<file path="src/rtl/bp_update_scheduler_pkg.sv">
// Shared types and helpers for the branch-predictor update scheduler.
package bp_update_scheduler_pkg;

  typedef enum logic {
    IDLE    = 1'b0,
    WAIT_RD = 1'b1
  } state_t;

  function automatic int clog2(input int value);
    int result;
    result = 0;
    while ((1 << result) < value) result++;
    return (result < 1) ? 1 : result;
  endfunction

  // Entries are packed as {addr, hist, pred}; pred sits at bit 0.
  localparam int pred_lsb = 0;
  localparam int hist_lsb = 1;

endpackage

</file>
<file path="src/rtl/bp_inflight_fifo.sv">
// In-order queue of predicted, unresolved branches. Flush beats push; the
// scheduler never pushes and pops in the same cycle.
module bp_inflight_fifo
  import bp_update_scheduler_pkg::*;
#(
  parameter int width = 6,
  parameter int depth = 4,
  localparam int tw   = clog2(depth)
) (
  input  logic             clk,
  input  logic             rst,
  input  logic             push,
  input  logic             pop,
  input  logic             flush,
  input  logic [width-1:0] din,
  output logic             full,
  output logic             empty,
  output logic [width-1:0] head,
  output logic [tw-1:0]    wr_ptr
);

  localparam logic [tw:0] full_lvl = (tw + 1)'(depth);

  logic [width-1:0] mem [depth];
  logic [tw-1:0]    rd_ptr;
  logic [tw:0]      count;

  assign full  = (count == full_lvl);
  assign empty = (count == '0);
  assign head  = mem[rd_ptr];

  always_ff @(posedge clk) begin
    if (rst || flush) begin
      wr_ptr <= '0;
      rd_ptr <= '0;
      count  <= '0;
    end else if (push) begin
      mem[wr_ptr] <= din;
      wr_ptr      <= wr_ptr + 1'b1;
      count       <= count + 1'b1;
    end else if (pop) begin
      rd_ptr <= rd_ptr + 1'b1;
      count  <= count - 1'b1;
    end
  end

endmodule

</file>
<file path="src/rtl/bp_update_scheduler.sv">
// Sole owner of the predictor table port: interleaves fetch lookups with
// resolve-time updates and keeps speculative global history consistent.
//
// Handshakes: a transfer happens on a cycle where valid and ready are both
// high; ready never depends on the same channel's valid, and valid may rise
// without waiting for ready.
module bp_update_scheduler
  import bp_update_scheduler_pkg::*;
#(
  parameter int address_width = 1,
  parameter int m             = 4,
  parameter int depth         = 4,
  localparam int tw           = clog2(depth)
) (
  input  logic                     clk,
  input  logic                     rst,
  input  logic                     req_valid,
  input  logic [address_width-1:0] req_addr,
  output logic                     req_ready,
  output logic                     pred_valid,
  output logic                     pred_taken,
  output logic [tw-1:0]            pred_tag,
  input  logic                     res_valid,
  input  logic                     res_taken,
  output logic                     res_ready,
  output logic                     mispredict,
  output logic [m-1:0]             ghist,
  output logic                     tbl_en,
  output logic                     tbl_we,
  output logic [address_width+m-1:0] tbl_index,
  output logic                     tbl_wtaken,
  input  logic                     tbl_rdata,
  output logic                     dbg_state
);

  localparam int ew       = address_width + m + 1;
  localparam int addr_lsb = hist_lsb + m;

  state_t                   state, state_nxt;
  logic [address_width-1:0] addr_q;
  logic [m-1:0]             snap_q;
  logic                     full, empty;
  logic [ew-1:0]            head;
  logic [tw-1:0]            wr_ptr;
  logic                     res_fire, req_fire, push, flush;
  logic [address_width-1:0] head_addr;
  logic [m-1:0]             head_hist;
  logic                     head_pred;

  assign head_addr = head[addr_lsb +: address_width];
  assign head_hist = head[hist_lsb +: m];
  assign head_pred = head[pred_lsb];
  assign dbg_state = state;

  always_comb begin
    state_nxt  = state;
    res_ready  = 1'b0;
    req_ready  = 1'b0;
    res_fire   = 1'b0;
    req_fire   = 1'b0;
    push       = 1'b0;
    flush      = 1'b0;
    pred_valid = 1'b0;
    pred_taken = 1'b0;
    pred_tag   = '0;
    tbl_en     = 1'b0;
    tbl_we     = 1'b0;
    tbl_index  = '0;
    tbl_wtaken = 1'b0;
    if (!rst) begin
      case (state)
        IDLE: begin
          // Resolve wins the single port; a pending resolve blocks fetch.
          res_ready = !empty;
          res_fire  = res_valid && res_ready;
          req_ready = !full && !res_fire;
          req_fire  = req_valid && req_ready;
          if (res_fire) begin
            tbl_en     = 1'b1;
            tbl_we     = 1'b1;
            tbl_index  = {head_addr, head_hist};
            tbl_wtaken = res_taken;
            flush      = (res_taken != head_pred);
          end else if (req_fire) begin
            tbl_en    = 1'b1;
            tbl_index = {req_addr, ghist};
            state_nxt = WAIT_RD;
          end
        end
        WAIT_RD: begin
          pred_valid = 1'b1;
          pred_taken = tbl_rdata;
          pred_tag   = wr_ptr;
          push       = 1'b1;
          state_nxt  = IDLE;
        end
        default: state_nxt = IDLE;
      endcase
    end
  end

  always_ff @(posedge clk) begin
    if (rst) begin
      state      <= IDLE;
      ghist      <= '0;
      mispredict <= 1'b0;
      addr_q     <= '0;
      snap_q     <= '0;
    end else begin
      state      <= state_nxt;
      mispredict <= flush;
      if (req_fire) begin
        addr_q <= req_addr;
        snap_q <= ghist;
      end
      if (push) ghist <= {ghist[m-2:0], tbl_rdata};
      else if (flush) ghist <= {head_hist[m-2:0], res_taken};
    end
  end

  bp_inflight_fifo #(
    .width (ew),
    .depth (depth)
  ) u_fifo (
    .clk    (clk),
    .rst    (rst),
    .push   (push),
    .pop    (res_fire),
    .flush  (flush),
    .din    ({addr_q, snap_q, tbl_rdata}),
    .full   (full),
    .empty  (empty),
    .head   (head),
    .wr_ptr (wr_ptr)
  );

endmodule

</file>
<file path="config.mk">
export PLATFORM = sky130hd
export DESIGN_NAME = bp_update_scheduler
export DESIGN_NICKNAME = d
export VERILOG_FILES = /design/src/rtl/bp_update_scheduler_pkg.sv /design/src/rtl/bp_inflight_fifo.sv /design/src/rtl/bp_update_scheduler.sv
export SDC_FILE = /design/constraint.sdc
export NUM_CORES = 1
export LEC_CHECK = 0
export CAP_MARGIN = 20
export CORE_ASPECT_RATIO = 2
export CORE_UTILIZATION = 57
export DETAILED_ROUTE_END_ITERATION = 10
export PLACE_DENSITY = 0.83
export RECOVER_POWER = 50
export SKIP_CTS_REPAIR_TIMING = 1
export SYNTH_ARGS = -nofsm -noshare
export SYNTH_HDL_FRONTEND = slang
export SYNTH_SLANG_ARGS = --single-unit
export TNS_END_PERCENT = 20
</file>
<file path="constraint.sdc">
create_clock -name clk -period 3.2 [get_ports clk]
set_clock_uncertainty 0.05 [all_clocks]
set_input_delay 0.64 -clock clk [delete_from_list [all_inputs] [get_ports clk]]
set_output_delay 0.64 -clock clk [all_outputs]
set_load 0.01 [all_outputs]
</file>
# After elaboration in Yosys (flattened, before gate mapping)
# Memory sizes are Yosys's and may differ from the RTL's. A register that Yosys moved wholly into a read port is not among the register bits.
# Index checks and enable logic that the tools add are counted.
# totals
n_memories,1
word_cells,70
mem_bits_rw,24
ff_bits,18
output_inout_bits,20
# op_classes
n_addsub,4
reduce_logical,11
muxes,42
bitwise,2
n_eq_ne,2
# memory_table
memory,depth,word_bits,rd,rd_clocked_by_memory_dff,wr,line_no,text
u_fifo.mem,4,6,1,1,1,bp_inflight_fifo.sv:24,logic [width-1:0] mem [depth];
# op_table
cell,count
$mux 1,29
$mux 5,4
$mux 2,4
$mux 4,2
$mux 3,2
$add 2x1->2 const B,2
$reduce_bool 2->1,2
$add 3x1->3 const B,1
$eq 3x3->1 const B,1
$logic_and 1x1->1,3
$logic_not 1->1,3
$logic_not 3->1,1
$sub 3x1->3 const B,1
$not 1->1,2
$pmux 1 s2,1
$reduce_and 2->1,1
$logic_or 1x1->1,1
$ne 1x1->1,1

# Logic depth before layout (Yosys ltp)
# depth
depth_word,10
depth_mapped,8
depth_no_buf,7

# Cells and area by module
# Synthesis repeated with hierarchy kept, for this count alone.
# hier_totals
cells_unflattened,144
hier_area_um2,1939.4
# modules_own_cells
mod,instances,seq_area_each_um2,cells_per_inst,area_per_inst_um2
bp_inflight_fifo,1,900.9,80,1316.3
bp_update_scheduler,1,220.2,64,623.1

# Worst setup path before layout
# Ideal clock, no wire load.
# synth_path
path_kind,input port to output port
from,input rst
to,output tbl_index[3]
cell_stages,6
n_path_buf,1
setup_slack_ns,0.877
arrival_time_ns,1.633
cell_sequence,clkbuf_1 -> nor2_2 -> o211ai_1 -> inv_2 -> nand2_1 -> nand2_1
# synth_via
elab_chain_len,1
# synth_rtl
item,line_no,text
from (decl),bp_update_scheduler.sv:16,"input logic rst,"
$mux 5,bp_update_scheduler.sv:70,if (!rst) begin
to (decl),bp_update_scheduler.sv:30,"output logic [address_width+m-1:0] tbl_index,"
# No other way between the ends.

# Worst setup path after layout
# layout_path
from,input res_valid
to,output tbl_index[3]
# layout_via
elab_chain_len,8
# layout_rtl
item,line_no,text
from (decl),bp_update_scheduler.sv:23,"input logic res_valid,"
$logic_and 1x1->1 *,bp_update_scheduler.sv:75,res_fire = res_valid && res_ready;
$logic_not 1->1,bp_update_scheduler.sv:76,req_ready = !full && !res_fire;
$logic_and 1x1->1,bp_update_scheduler.sv:76,
$logic_and 1x1->1,bp_update_scheduler.sv:77,req_fire = req_valid && req_ready;
$mux 5,bp_update_scheduler.sv:84,end else if (req_fire) begin
$mux 5 *,bp_update_scheduler.sv:78,if (res_fire) begin
$mux 5 *,bp_update_scheduler.sv:71,case (state)
$mux 5 *,bp_update_scheduler.sv:70,
# Every way passes the cells marked *; elsewhere a longest branch is shown, timed or not.

==> impl_metrics.yaml <==
run_status:
  outcome: "completed"
route:
  dr.pass1.iters: 4
  dr_total_vias: 1271
  drt_iter0_markers: 20
  ant_nets: 0
  via_per_inst: 5.91
  wirelength_um: 3750
  post_drt_wl_per_cell_um: 17.4
  drc: 0
hold_path:
  whs_path_depth: 2
  hold_end: "snap_q[1]"
  hold_start: "snap_q[1]"
  hold_class: "flop to flop"
timing:
  fmax_mhz: 328
  final.min_clock_period_ps: 3050
  rsz0062_at_grt: "no"
  period_share: 0.953
  tns_ps: 0
  setup_viol: 0
  tightestPinTransition_ps: 900
  hold_ws_ps: 461
  relSlewSlack: 0.396
  finalMaxSlewViolations: 0
  hold_violations: 0
grt:
  grt_antenna_before_repair: 0
  grt_overflow: 0
  grt_pass1_vias: 1296
  grt_usage: 0.233
  grt_pass1_wl_um: 6050
  grt_max_degree: 14
worst_setup_path:
  path_delay_family: "buffers and inverters"
  cp.required_ps: 2510
  crit_chain: "clkdlybuf4s50_1, o21ba_1, o211ai_1, inv_1, nand2_1, nand2_1, clkdlybuf4s50_1"
  r2r-end: "ghist[3]"
  crit_buf_inv: 3
  path_max_fanout: 6
  critPathSlowestCell: "clkdlybuf4s50_1"
  crit_path_max_incr_delay_ps: 530
  arrival_ps: 2360
  ff2ff_setup_slack_ps: 780
  worstSetupEndpointType: "output pin"
  critPathLaunchType: "input port"
  critPathKind: "input port to output pin"
  reg2reg_depth: 4
floorplanning:
  die-area_um2: 3550
  dieHeight_um: 83.3
  ios: 27
  start_util: 0.597
  num_rows: 29
  die_x_um: 42.6
  core_um2: 3160
pwr:
  power.density_nw_per_um2: 599
  ir_worst_vdd_uv: 396
  leakagePower_nw: 0.876
  total_power_mw: 1.38
synthesis:
  synth.net_count: 158
  syn_area_um2: 1880
  seq_area_frac_synth: 0.595
  ys_top_cells_by_area: "edfxtp_1 38%, dfxtp_1 21%, mux4_1 7.0%"
  synth_ff_type: "edfxtp_1"
  yosys.area.top_type: "edfxtp_1"
  syn_area_per_cell_um2: 12.9
  synth.top_cell.area_share: 0.383
  synth_edf_count: 24
  yosysWarningCount: 0
  syn-instance-count: 146
  synth_seq_cells: 44
  synth-async-reset-ratio: 0
  synth.distinct_cells: 35
finish:
  drive_gt1_frac: 0.0978
  fin_area_um2: 2300
  nets: 195
  area_growth_pct: 22.1
  final_util: 0.728
  antenna_cells: 0
placement:
  io_buffers: 26
  dp_hpwl_um: 3010
  place_area_um2: 2220
  gp_congestion: 0.976
clock_network:
  insertion_delay_ps: 290
  cts_max_level: 2
  cts.sinks: 44
  numCtsBuffers: 5
  cts-root-buf: "clkbuf_8"
  clockBufferDepth: 2
  cts_tree: "built"
  path_clk_slew_ps: 80
job:
  cap_violations: 0
cell usage in the layout, fill, tap and decap left out, drive strengths merged, types with 2 or more instances in the layout:
master / instances
edfxtp: 24
dfxtp: 20
nand2: 19
clkdlybuf4s50: 19
nor2: 14
a21oi: 7
dlygate4sd3: 7
inv: 7
buf: 6
mux4: 6
clkbuf: 6
xnor2: 5
and2: 5
nand3: 4
o21a: 4
ha: 4
o21ai: 4
o31ai: 4
o221a: 3
clkinv: 2
state kept, by name (all words and copies together), names as in the netlist, named ones only:
register / cells
addr_q: 1
ghist: 4
u_fifo.mem: 24
u_fifo.wr_ptr: 2
snap_q: 4
u_fifo.count: 3
u_fifo.rd_ptr: 2
mispredict: 1
dbg_state: 1
tightest hold or removal path, stage by stage, from the launching register on:
cell and delay, ps:
dfxtp_1 350, nand2_1 70, a21oi_1 60
per-stage QoR:
step	instances	setup WS (ps)
2_1_floorplan	146	877
6_report	215	151
5_1_grt	215	64.9
4_1_cts	215	180
3_3_place_gp	207	225
3_5_place_dp	207	183
logic make-up after synthesis:
logic type	share of synthesized area
and+or+nand+nor	0.111
DFF	0.595
AOI/OAI and AO/OA	0.108
buffers and inverters	0.0239
muxes	0.0870
xor gates and xnor gates	0.0379
adders and majority gates	0.0372
power by group:
part | total (mW) | internal (mW) | switching [mW]
combinational | 0.301 | 0.152 | 0.149
clock | 0.400 | 0.227 | 0.173
sequential | 0.678 | 0.632 | 0.0457
synthesized netlist by cell type (5+ instances only):
cell type  number
and2_1          5
dfxtp_1        20
mux4_1          5
a21oi_1         7
edfxtp_1       24
nand2_1        19
nor2_1         13
layer usage:
| layer | track usage | routed length (um) | vias to the layer above |
|---|---|---|---|
| met5 | 0 | 0 | - |
| met2 | 0.431 | 2180 | 38 |
| met4 | 0.136 | 180 | 0 |
| li1 | - | - | 607 |
| met1 | 0.233 | 1290 | 612 |
| met3 | 0.0261 | 103 | 14 |
layout make-up:
cell class                      count  area (um2)
Clock buffer                        5        68.8
Clock inverter                      3        37.5
Fill cell                         222         857
Inverter                            7        26.3
Multi-Input combinational cell     92         698
Sequential cell                    44        1120
Tap cell                           31        38.8
Timing Repair Buffer               33         309
worst max path at each step:
stage / start / to / slack, ps / cells past startpoint
finish: res_valid / tbl_index[3] / 150 / 7
detailed placement: res_valid / tbl_index[3] / 180 / 7
global route: res_valid / tbl_index[3] / 60 / 7
global placement: res_valid / tbl_index[3] / 220 / 7
CTS: res_valid / tbl_index[3] / 180 / 7
floorplan: rst / tbl_index[3] / 880 / 6
No activity file was read; power rests on OpenSTA's default activity.
